`src/rtl/load_store_unit_if.sv`:
```
// Request/memory bundle for load_store_unit: core request side, word-addressed
// memory port and load result/completion signals.
interface load_store_unit_if #(
  parameter int DataSize = 32,
  parameter int AddrSize = 10
);
  logic                req_valid;
  logic                req_ready;
  logic                req_write;
  logic [1:0]          req_size;
  logic                req_signed;
  logic [AddrSize-1:0] req_addr;
  logic [DataSize-1:0] req_wdata;
  logic                mem_enable;
  logic                mem_write;
  logic [3:0]          mem_byte_en;
  logic [AddrSize-1:0] mem_address;
  logic [DataSize-1:0] mem_write_data;
  logic                mem_ack;
  logic [DataSize-1:0] mem_rdata;
  logic [DataSize-1:0] mem_read_data;
  logic                done;
  logic                misalign;

  // Environment view: drives requests and plays the memory.
  modport master (
    output req_valid, req_write, req_size, req_signed, req_addr, req_wdata,
    output mem_ack, mem_rdata,
    input  req_ready, mem_enable, mem_write, mem_byte_en, mem_address,
    input  mem_write_data, mem_read_data, done, misalign
  );

  modport slave (
    input  req_valid, req_write, req_size, req_signed, req_addr, req_wdata,
    input  mem_ack, mem_rdata,
    output req_ready, mem_enable, mem_write, mem_byte_en, mem_address,
    output mem_write_data, mem_read_data, done, misalign
  );
endinterface

```
`src/rtl/load_store_unit.sv`:
```
// Load/store sequencer: one request at a time, byte-enabled word memory port,
// aligned/extended load result. Optional misalignment trap: LSU_MISALIGN_TRAP_EN.
module load_store_unit #(
  parameter int DataSize = 32,
  parameter int AddrSize = 10
) (
  input logic             clock,
  input logic             reset,
  load_store_unit_if.slave bus
);
  typedef enum logic [1:0] {S_IDLE, S_ACCESS, S_DONE} state_t;

  state_t              r_state, w_next;
  logic                w_accept, w_trap_req;
  logic [1:0]          r_size, r_off;
  logic                r_signed;
  logic                r_mem_write;
  logic [3:0]          r_mem_be;
  logic [AddrSize-1:0] r_mem_addr;
  logic [DataSize-1:0] r_mem_wdata, r_rd;
  logic [3:0]          w_be;
  logic [DataSize-1:0] w_wdata, w_shifted, w_load;
  logic [4:0]          w_shamt;

`ifdef LSU_MISALIGN_TRAP_EN
  logic r_misalign;
  assign w_trap_req = ((bus.req_size == 2'b01) && bus.req_addr[0]) ||
                      (bus.req_size[1] && (bus.req_addr[1:0] != 2'b00));
  assign bus.misalign = r_misalign;
`else
  assign w_trap_req   = 1'b0;
  assign bus.misalign = 1'b0;
`endif

  always_ff @(posedge clock) begin
    if (!reset) r_state <= S_IDLE;
    else        r_state <= w_next;
  end

  always_comb begin
    w_next   = r_state;
    w_accept = 1'b0;
    case (r_state)
      S_IDLE: if (bus.req_valid) begin
        w_accept = 1'b1;
        w_next   = w_trap_req ? S_DONE : S_ACCESS;
      end
      S_ACCESS: if (bus.mem_ack) w_next = S_DONE;
      S_DONE:   w_next = S_IDLE;
      default:  w_next = S_IDLE;
    endcase
  end

  always_comb begin
    w_be    = 4'b1111;
    w_wdata = bus.req_wdata;
    case (bus.req_size)
      2'b00: begin
        w_be    = 4'b0001 << bus.req_addr[1:0];
        w_wdata = {4{bus.req_wdata[7:0]}};
      end
      2'b01: begin
        w_be    = bus.req_addr[1] ? 4'b1100 : 4'b0011;
        w_wdata = {2{bus.req_wdata[15:0]}};
      end
      default: ;
    endcase
  end

  // Shift the addressed lane down to bit 0, then extend from its top bit.
  always_comb begin
    w_shamt = '0;
    case (r_size)
      2'b00:   w_shamt = {r_off, 3'b000};
      2'b01:   w_shamt = {r_off[1], 4'b0000};
      default: w_shamt = '0;
    endcase
    w_shifted = bus.mem_rdata >> w_shamt;
    case (r_size)
      2'b00:   w_load = {{(DataSize-8){r_signed & w_shifted[7]}}, w_shifted[7:0]};
      2'b01:   w_load = {{(DataSize-16){r_signed & w_shifted[15]}}, w_shifted[15:0]};
      default: w_load = w_shifted;
    endcase
  end

  always_ff @(posedge clock) begin
    if (!reset) begin
      r_size      <= '0;
      r_off       <= '0;
      r_signed    <= 1'b0;
      r_mem_write <= 1'b0;
      r_mem_be    <= '0;
      r_mem_addr  <= '0;
      r_mem_wdata <= '0;
      r_rd        <= '0;
`ifdef LSU_MISALIGN_TRAP_EN
      r_misalign  <= 1'b0;
`endif
    end else begin
      if (w_accept) begin
        r_size   <= bus.req_size;
        r_off    <= bus.req_addr[1:0];
        r_signed <= bus.req_signed;
        if (!w_trap_req) begin
          r_mem_write <= bus.req_write;
          r_mem_be    <= w_be;
          r_mem_addr  <= {bus.req_addr[AddrSize-1:2], 2'b00};
          r_mem_wdata <= w_wdata;
        end
`ifdef LSU_MISALIGN_TRAP_EN
        r_misalign <= w_trap_req;
`endif
      end
      if ((r_state == S_ACCESS) && bus.mem_ack) begin
        r_mem_write <= 1'b0;
        r_mem_be    <= '0;
        if (!r_mem_write) r_rd <= w_load;
      end
`ifdef LSU_MISALIGN_TRAP_EN
      if (r_state == S_DONE) r_misalign <= 1'b0;
`endif
    end
  end

  assign bus.req_ready      = (r_state == S_IDLE);
  assign bus.mem_enable     = (r_state == S_ACCESS);
  assign bus.done           = (r_state == S_DONE);
  assign bus.mem_write      = r_mem_write;
  assign bus.mem_byte_en    = r_mem_be;
  assign bus.mem_address    = r_mem_addr;
  assign bus.mem_write_data = r_mem_wdata;
  assign bus.mem_read_data  = r_rd;
endmodule

```
`src/flat_wrapper.sv`:
```
// flat-port wrapper written by rule: the top's interface ports become plain ports
module load_store_unit_flat 
#(
  parameter int DataSize = 32,
  parameter int AddrSize = 10
)
  (clock, reset, bus_req_valid, bus_req_write, bus_req_size, bus_req_signed, bus_req_addr, bus_req_wdata, bus_mem_ack, bus_mem_rdata, bus_req_ready, bus_mem_enable, bus_mem_write, bus_mem_byte_en, bus_mem_address, bus_mem_write_data, bus_mem_read_data, bus_done, bus_misalign);
  load_store_unit_if #(.DataSize(DataSize), .AddrSize(AddrSize)) bus_i ();
  input logic clock;
  input logic reset;
  input wire logic [$bits(bus_i.req_valid)-1:0] bus_req_valid;
  input wire logic [$bits(bus_i.req_write)-1:0] bus_req_write;
  input wire logic [$bits(bus_i.req_size)-1:0] bus_req_size;
  input wire logic [$bits(bus_i.req_signed)-1:0] bus_req_signed;
  input wire logic [$bits(bus_i.req_addr)-1:0] bus_req_addr;
  input wire logic [$bits(bus_i.req_wdata)-1:0] bus_req_wdata;
  input wire logic [$bits(bus_i.mem_ack)-1:0] bus_mem_ack;
  input wire logic [$bits(bus_i.mem_rdata)-1:0] bus_mem_rdata;
  output wire logic [$bits(bus_i.req_ready)-1:0] bus_req_ready;
  output wire logic [$bits(bus_i.mem_enable)-1:0] bus_mem_enable;
  output wire logic [$bits(bus_i.mem_write)-1:0] bus_mem_write;
  output wire logic [$bits(bus_i.mem_byte_en)-1:0] bus_mem_byte_en;
  output wire logic [$bits(bus_i.mem_address)-1:0] bus_mem_address;
  output wire logic [$bits(bus_i.mem_write_data)-1:0] bus_mem_write_data;
  output wire logic [$bits(bus_i.mem_read_data)-1:0] bus_mem_read_data;
  output wire logic [$bits(bus_i.done)-1:0] bus_done;
  output wire logic [$bits(bus_i.misalign)-1:0] bus_misalign;
  assign bus_i.req_valid = bus_req_valid;
  assign bus_i.req_write = bus_req_write;
  assign bus_i.req_size = bus_req_size;
  assign bus_i.req_signed = bus_req_signed;
  assign bus_i.req_addr = bus_req_addr;
  assign bus_i.req_wdata = bus_req_wdata;
  assign bus_i.mem_ack = bus_mem_ack;
  assign bus_i.mem_rdata = bus_mem_rdata;
  assign bus_req_ready = bus_i.req_ready;
  assign bus_mem_enable = bus_i.mem_enable;
  assign bus_mem_write = bus_i.mem_write;
  assign bus_mem_byte_en = bus_i.mem_byte_en;
  assign bus_mem_address = bus_i.mem_address;
  assign bus_mem_write_data = bus_i.mem_write_data;
  assign bus_mem_read_data = bus_i.mem_read_data;
  assign bus_done = bus_i.done;
  assign bus_misalign = bus_i.misalign;
  load_store_unit #(.DataSize(DataSize), .AddrSize(AddrSize)) u_core (.clock(clock), .reset(reset), .bus(bus_i));
endmodule
```
`config.mk`:
```
export PLATFORM = sky130hd
export DESIGN_NAME = load_store_unit_flat
export DESIGN_NICKNAME = d
export VERILOG_FILES = /design/src/rtl/load_store_unit_if.sv /design/src/rtl/load_store_unit.sv /design/src/flat_wrapper.sv
export SDC_FILE = /design/constraint.sdc
export NUM_CORES = 1
export LEC_CHECK = 0
export BUFFER_PORTS_ARGS = -buffer_cell sky130_fd_sc_hd__buf_2
export CORE_MARGIN = 5
export CORE_UTILIZATION = 49
export CTS_BUF_LIST = sky130_fd_sc_hd__clkbuf_8
export DETAILED_ROUTE_END_ITERATION = 10
export GPL_TIMING_DRIVEN = 0
export PLACE_DENSITY = 0.9
export SYNTH_ARGS = -nofsm -noshare
export SYNTH_HDL_FRONTEND = slang
export SYNTH_SLANG_ARGS = --single-unit
```
`constraint.sdc`:
```
create_clock -name clock -period 2.3 [get_ports clock]
set_input_delay 0.46 -clock clock [delete_from_list [all_inputs] [get_ports clock]]
set_output_delay 0.46 -clock clock [all_outputs]
set_load 0.05 [all_outputs]
```
**Yosys cells after proc, flatten, opt, wreduce, memory -nomap -nowiden**

Index checks and enable logic that the tools add are counted.

- Equality and inequality tests: 6
- Shift-type cells: 2
- Muxes and demuxes: 10
- Bitwise logic cells: 4
- Reductions and logical operators: 7

Operators with widths:

| operator | number |
|---|---|
| 32-bit case mux with 2 select lines | 2 |
| 32-bit by 5-bit right shift with 32-bit output | 1 |
| 5-bit case mux with 2 select lines | 1 |
| 4-bit case mux with 2 select lines | 1 |
| 2-bit by 1-bit == test with 1-bit output, second input constant | 3 |
| 2-bit zero test | 3 |
| 2-bit two-way mux | 2 |
| 4-bit two-way mux | 1 |
| 2-bit != test, second input constant | 2 |
| 2-bit case mux with 2 select lines | 1 |
| 2-bit AND reduction | 2 |
| 1-bit by 2-bit left shift with 4-bit output, first input constant | 1 |
| 1-bit AND | 2 |
| 2-bit == test, second input constant | 1 |
| 1-bit two-way mux | 2 |
| 1-bit inverter | 2 |
| 2-bit OR reduction | 1 |
| 1-bit logical AND | 1 |

- Register bits: 84
- Input port bits: 82
- Output and inout port bits: 83
- Logic and storage cells: 38

**Longest topological paths before layout**

Gate-level depths: netlist (run 1).

- Depth after elaboration: 5
- Gate-level depth with buffers: 8
- Gate-level depth less buffers: 5

**Worst setup path before layout (run 1)**

Ideal clock, no wire load.

- Kind: reg-to-reg
- Start point: register u_core.r_state[0]
- End point: register u_core.r_rd[22], in the netlist u_core.bus.mem_read_data[22]
- Library setup time: 117 ps
- Data arrival time: 2105 ps
- Data required time: 2183 ps
- Path slack: 78 ps
- Stages on the path, launching flop included: 7
- Buffers on the path: 2
- Period minus slack after synthesis: 2222 ps
- Path through: dfxtp_1 > nor2b_1 > nand3b_1 > and2_1 > buf_1 > clkbuf_1 > a22o_1

- Longest elaborated chain between the ends: 3

RTL lines:

| what | RTL line | RTL |
|---|---|---|
| start: declaration | load_store_unit.sv:13 | `state_t r_state, w_next;` |
| start signal: assignment | load_store_unit.sv:37 | `else r_state <= w_next;` |
| 2-bit by 1-bit == test with 1-bit output | n/a |  |
| via bus_mem_enable | flat_wrapper.sv:20 | `output wire logic [$bits(bus_i.mem_enable)-1:0] bus_mem_enable;` |
| 1-bit logical AND | load_store_unit.sv:114 | `if ((r_state == S_ACCESS) && bus.mem_ack) begin` |
| 2-bit AND reduction (no line) | n/a |  |
| end signal: assignment | load_store_unit.sv:117 | `if (!r_mem_write) r_rd <= w_load;` |
| end: declaration | load_store_unit.sv:20 | `logic [DataSize-1:0] r_mem_wdata, r_rd;` |

The timed path passes the listed nets, and every way through them passes these cells.
A chain may end at the register's enable or synchronous reset.

**Final worst setup path (run 1)**

- Start point: register u_core.r_state[0]
- End point: register u_core.r_rd[25], in the netlist u_core.bus.mem_read_data[25]

- Longest elaborated chain between the ends: 3

RTL lines:

| what | RTL line |
|---|---|
| 2-bit by 1-bit == test with 1-bit output | load_store_unit.sv:114 |
| 1-bit logical AND | load_store_unit.sv:114 |
| 2-bit AND reduction (no line) | n/a |

No other way between the ends.

==> out/summary.txt, run 1 <==
Max IR drop VDD = 0.6782 mV
Internal cell power = 2.326 mW
Cells after synthesis = 438
Site Rows = 32
Comb power frac = 0.249
Reg-to-reg startpoint = u_core.r_state[0]
Leak = 2.483 nW
Final hold violation count = 0
Synth Register Bits = 84
Crit Path Class = flip-flop to flip-flop
Hold crit path type = primary input to flip-flop
Largest net degree at the start of global routing = 17
Number of library cell types mapped by synthesis = 40
Startpoint types = flip-flop
DP HPWL = 9514 µm
Worst Tran Pin Value = 0.7221 ns
Post-Synth Adder-Cell Area = 0
Synth Area in Compound Gates = 0.2736
Avg Inst Size Synth = 8.824 µm²
Global-route wire length before repair = 19590 µm
Setup bufs post-CTS = 0
TritonCTS clock tree = done
Reg2reg end = u_core.bus.mem_read_data[25]
Post-synth EDFFs = 0
Max-cap viol count = 0
# DRC = 0
Final setup vio count = 0
Crit-path cells = nor2b_1 -> nand3b_1 -> and2_1 -> buf_1 -> clkbuf_1 -> a22o_1
Initial antenna violation count = 1
DIE WIDTH = 98.81 µm
Seq pwr share = 0.446
Via Count = 3944
Clk buf depth = 2
Area Growth Syn to Fin = 29.43%
Yosys warns = 0
# IOs = 165
Fmax achieved = 0.5372 GHz
Largest family of logic cells by synthesized area = compound AO/OA/AOI/OAI gates
Initial DRC Count = 205
Switch Pwr = 1.240 mW
Remaining antenna violation count = 0
Core Box Area = 7687 µm²
Crit path time final = 1.862 ns
Worst skew pair latency = 0.35 ns
Multiplexer share of the synthesized area = 0.08514
Sw frac = 0.3478
Data required time of the worst path = 2.55 ns
Hold_buf cts = 0
Buffer type at the clock tree root = clkbuf_8
Critical Path Start = u_core.r_state[0]
Worst EP arrival = 2.11 ns
Worst hold margin = 0.3582 ns
Worst Setup End Kind = flip-flop
Drt wl/cell = 16.69 µm
Overflow after GRT = 0
Slew Viols, Final = 0
First-pass DRT Iterations = 6
Mapped Area = 3865 µm²
TritonCTS Buffers = 9
Vias per cell = 5.493
Tcrit/Tclk final = 0.8094
Slowest stage cell, crit path = dfxtp_1
Nets = 692
Worst Skew = 0.01410 ns
PD cells = 712.8 nW/µm²
Number of global-route vias before repair = 4059
RSZ-0062 raised after global routing = no
Routed WL = 11980 µm
RD Place Congestion = 0.9177
Worst r2r path cells = 6
Post-Synth XOR/XNOR Area = 0
Register area share after synthesis = 0.4351
Slew margin rel. = 0.5176
CP peak stage delay = 0.35 ns
Clk sinks = 84
Placed cell count = 701
Die H = 98.81 µm
Fraction of final layout cells sized beyond drive strength 1 = 0.3398
Crit-path max FO = 10
Layout Cells excl Fill = 718
Worst setup path end = u_core.bus.mem_read_data[25]
Setup TNS = 0 ns
Asr flop ratio synth = 0
Fillcell total = 655
Starting Density = 0.5028
# H-tree levels = 3
Prevailing post-synth register cell = dfxtp_1
Die ar. = 9763 µm²
Global-route usage over all layers = 0.2454
Clk slew on worst S/H paths = 0.10 ns
Reg2Reg Setup Slack = 0.44 ns
# resized after CTS = 0
Simple-gate portion of the synthesized area = 0.1554
Port Buffer Count = 159
Clock power frac = 0.306
Status = finished clean
## critical path, delay by kind of cell (launching register included)
family / cells / cell delay (ns)
AO/OA/AOI/OAI: 1 / 0.30
AND/OR/NAND/NOR: 3 / 0.67
buffers and inverters: 2 / 0.44
flip-flops: 1 / 0.35
## layer usage
metal,up-vias,share of wire,global-route usage
met1,1820,0.38,0.2799
met3,24,0.11,0.08705
met4,0,0.022,0.08403
met2,216,0.49,0.4246
met5,-,0,0
li1,1884,-,-
## synthesized netlist by cell type, drive strengths merged, types with 2 or more instances
master	count	share of area
a21boi	38	0.074
a21oi	3	0.0039
buf	16	0.024
o21ai	19	0.025
nor2	19	0.018
nand2	104	0.10
nor2b	3	0.0049
a211oi	3	0.0071
mux2i	25	0.065
o211ai	7	0.014
a21o	16	0.031
o211a	16	0.041
inv	2	0.0019
a22o	17	0.039
o221a	8	0.023
clkbuf	24	0.024
dfxtp	84	0.44
nand3	8	0.010
and2	2	0.0032
nand2b	3	0.0068
o22ai	2	0.0032
mux2	7	0.020
## kinds of logic (layout without fill, tap and decap cells)
kind of cell	count (synthesis)	after routing
flops	84	84
other cells	1	4
compound gates	134	134
buf+inv	42	217
mux	32	32
simple gates	145	145
## cell usage in the layout (no fill, tap or decap), types with 9 or more instances in the layout
master    netlist  routed
a21boi_0       38      38
a21o_1         16      16
a22o_1         17      17
buf_2           9     168
clkbuf_1       23      23
clkbuf_8        0       9
dfxtp_1        84      84
mux2i_1        25      25
nand2_1       104     104
nor2_1         19      19
o211a_1        16      16
o21ai_0        19      19
## how the worst min path moves through the flow
stage	from	to	slack (ns)	cells past startpoint
floorplan	u_core.r_signed	u_core.r_signed	0.47	2
global placement	u_core.bus.mem_address[6]	u_core.bus.mem_address[6]	0.45	2
detailed placement	u_core.bus.mem_write_data[27]	u_core.bus.mem_write_data[27]	0.45	2
CTS	bus_req_addr[5]	u_core.bus.mem_address[5]	0.35	3
global route	bus_req_write	u_core.bus.mem_write	0.35	3
finish	bus_req_addr[5]	u_core.bus.mem_address[5]	0.36	3
## state kept, by name (all words and copies together), names as in the netlist
signal / count
u_core.r_signed: 1
u_core.bus.mem_read_data: 32
u_core.bus.mem_write_data: 32
u_core.bus.mem_write: 1
u_core.r_size: 2
u_core.r_off: 2
u_core.bus.mem_address: 8
u_core.bus.mem_byte_en: 4
u_core.r_state: 2
## cell type report
cell class	count	area, µm²	share of cell area
well taps	102	127.6	0.02551
diodes	1	2.502	0.0005002
plain buffers	40	185.2	0.03702
clock inverters	7	80.08	0.01601
inverters	2	7.507	0.001501
repair buffers	159	795.8	0.1591
clock buffers	9	123.9	0.02476
multi-input cells	314	1998	0.3995
flip-flops and latches	84	1682	0.3362
## power by group through the flow
| stage | Clock, mW | Combinational, mW | Sequential (mW) |
|---|---|---|---|
| final | 1.09 | 0.887 | 1.59 |
| after global routing | 1.18 | 0.952 | 1.60 |
| after floorplan | 0 | 0.343 | 1.89 |
| after CTS | 1.11 | 0.888 | 1.59 |
| after detailed placement | 0 | 0.885 | 1.62 |
| after global placement | 0 | 0.864 | 1.62 |
## per-stage QoR
| stage | total power, mW | instance area [µm²] | util | setup slack [ns] |
|---|---|---|---|---|
| 2_1_floorplan | 2.236 | 3872 | - | 0.07784 |
| 3_3_place_gp | 2.482 | 4796 | 0.6239 | 0.4774 |
| 3_5_place_dp | 2.507 | 4796 | 0.6239 | 0.3922 |
| 4_1_cts | 3.582 | 5000 | 0.6504 | 0.4451 |
| 5_1_grt | 3.728 | 5002 | 0.6507 | 0.2940 |
| 6_report | 3.566 | 5002 | 0.6507 | 0.4384 |
No activity file was read; power rests on OpenSTA's default activity.
==> run 2, diff against run 1 <==
- ABC_AREA: not set -> 1
- CORE_UTILIZATION: 49 -> 46
- PLACE_DENSITY: 0.9 -> 0.87
- clock period: 2.3 -> 1.6 ns (I/O delays scaled with it)
==> run 2 against run 1 <==
Cell area rose by 12%; combinational power rose by 91%; via count rose by 20%.
==> out/summary.txt, run 2 <==
# IOs = 165
Asr flop ratio synth = 0
Avg Inst Size Synth = 6.731 µm²
Hold crit path type = primary input to flip-flop
Antenna diodes = 0
Register area share after synthesis = 0.3838
Clk slew on worst S/H paths = 0.10 ns
DP HPWL = 10080 µm
Global-route wire length before repair = 21330 µm
Routed WL = 13130 µm
Top-count cell post-synth = nand2_1
Multiplexer share of the synthesized area = 0
Commonest non-fill, non-tap cell in the layout = buf_2
Nets = 907
Clk sinks = 84
Pwr Total = 5.803 mW
Drt wl/cell = 13.69 µm
Die H = 107.6 µm
TritonCTS clock tree = done
Global-route usage over all layers = 0.2290
Final setup vio count = 0
Worst skew pair latency = 0.37 ns
Post-synth EDFFs = 0
RSZ-0062 raised after global routing = no
Initial antenna violation count = 0
Tcrit/Tclk final = 0.9310
TritonCTS Buffers = 9
Number of global-route vias before repair = 4507
Commonest non-fill, non-tap cells in the layout = 173 x buf_2, 144 x nand2_1, 93 x nor2_1
Mapped Area = 4382 µm²
Number of library cell types mapped by synthesis = 35
Remaining antenna violation count = 0
Post-Synth XOR/XNOR Area = 0
Data required time of the worst path = 1.28 ns
Yosys warns = 0
Status = finished clean
Area Growth Syn to Fin = 27.98%
Cells after synthesis = 651
DIE WIDTH = 107.6 µm
Largest net degree at the start of global routing = 17
Fillcell total = 900
Initial DRC Count = 240
Crit path time final = 1.490 ns
Die ar. = 11580 µm²
Largest family of logic cells by synthesized area = simple AND/OR/NAND/NOR gates
Max-cap viol count = 0
Setup TNS = 0 ns
Fmax achieved = 0.6713 GHz
Startpoint types = flip-flop
Leak = 3.056 nW
Crit-path max FO = 3
Buffer type at the clock tree root = clkbuf_8
Synth Register Bits = 84
Clk buf depth = 2
Vias per cell = 4.954
Starting Density = 0.4720
Core Box Area = 9284 µm²
Final hold violation count = 0
Area leader, netlist = dfxtp_1
Largest cells by area after synthesis = dfxtp_1 38%, nand2_1 12%, nor2_1 8.0%
Port Buffer Count = 161
PD cells = 1035 nW/µm²
# H-tree levels = 3
Synth top area share = 0.3838
Via Count = 4751
First-pass DRT Iterations = 6
RD Place Congestion = 0.8947
# DRC = 0
Overflow after GRT = 0
Simple-gate portion of the synthesized area = 0.3484
Synth Area in Compound Gates = 0.1302
Worst EP arrival = 1.17 ns
Max IR drop VDD = 0.6038 mV
Site Rows = 35
Fraction of final layout cells sized beyond drive strength 1 = 0.2940
Most frequent cells after synthesis = 144 x nand2_1, 93 x nor2_1, 87 x inv_1, 84 x dfxtp_1, 54 x a21oi_1
Post-Synth Adder-Cell Area = 0
Crit Path Class = flip-flop to output pin
Worst Setup End Kind = output pin
Worst Skew = 0.02389 ns
Slew Viols, Final = 0
Prevailing post-synth register cell = dfxtp_1
Hold_buf cts = 0
-- run 2: timing repair --
action	4_1_cts	5_1_grt
endpoints found under the setup margin	0	25
buffers inserted	0	0
resized for setup	0	6
-- run 2: logic make-up after synthesis --
group / after synthesis
other cells: 1
buf+inv: 133
simple gates: 328
compound gates: 105
flops: 84
-- run 2: final timing paths --
check	startpoint	slack [ns]	end	depth (start not counted)
hold reg to reg	u_core.bus.mem_write_data[2]	0.47	u_core.bus.mem_write_data[2]	2
setup reg to reg	u_core.r_state[0]	0.14	u_core.bus.mem_read_data[23]	10
setup / recovery	u_core.r_state[0]	0.11	bus_mem_enable	3
hold / removal	bus_req_wdata[26]	0.20	u_core.bus.mem_write_data[26]	3
-- run 2: area by class of cell --
type | instances | area (µm²) | area share
clock buffer | 9 | 123.9 | 0.02209
timing repair buffer | 161 | 805.8 | 0.1437
inverter | 94 | 355.3 | 0.06336
clock inverter | 7 | 105.1 | 0.01874
tap | 129 | 161.4 | 0.02878
buffer | 39 | 256.5 | 0.04574
sequential | 84 | 1682 | 0.2999
multi-input combinational | 436 | 2118 | 0.3777
-- run 2: metal layers --
metal	wire, µm	vias to the layer above	share of wire	global-route usage
li1	-	2390	-	-
met4	342	0	0.026	0.09829
met2	6017	226	0.46	0.3774
met1	5389	2107	0.41	0.2774
met3	1383	28	0.11	0.06599
met5	0	-	0	0
-- run 2: worst max-delay path, stage by stage, from the launching register on --
cell and delay, ns:
dfxtp_1 0.40, nand2_1 0.10, inv_2 0.07, buf_2 0.25
-- run 2: report_power, final --
| group | internal [mW] | switching [mW] |
|---|---|---|
| sequential | 2.25 | 0.0837 |
| clock | 0.905 | 0.877 |
| combinational | 0.481 | 1.21 |
| total | 3.63 | 2.17 |
-- run 2: through the flow --
| stage | instances | util | cell area [µm²] | setup WS [ns] | hold slack (ns) |
|---|---|---|---|---|---|
| 3_3_place_gp | 943 | 0.5775 | 5361 | -0.2169 | 0.4505 |
| 4_1_cts | 959 | 0.6022 | 5590 | 0.04472 | 0.1845 |
| 2_1_floorplan | 653 | - | 4394 | 0.09790 | 0.4559 |
| 5_1_grt | 959 | 0.6040 | 5608 | 0.003941 | 0.1854 |
| 6_report | 959 | 0.6040 | 5608 | 0.1104 | 0.1954 |
| 3_5_place_dp | 943 | 0.5775 | 5361 | -0.2289 | 0.4548 |
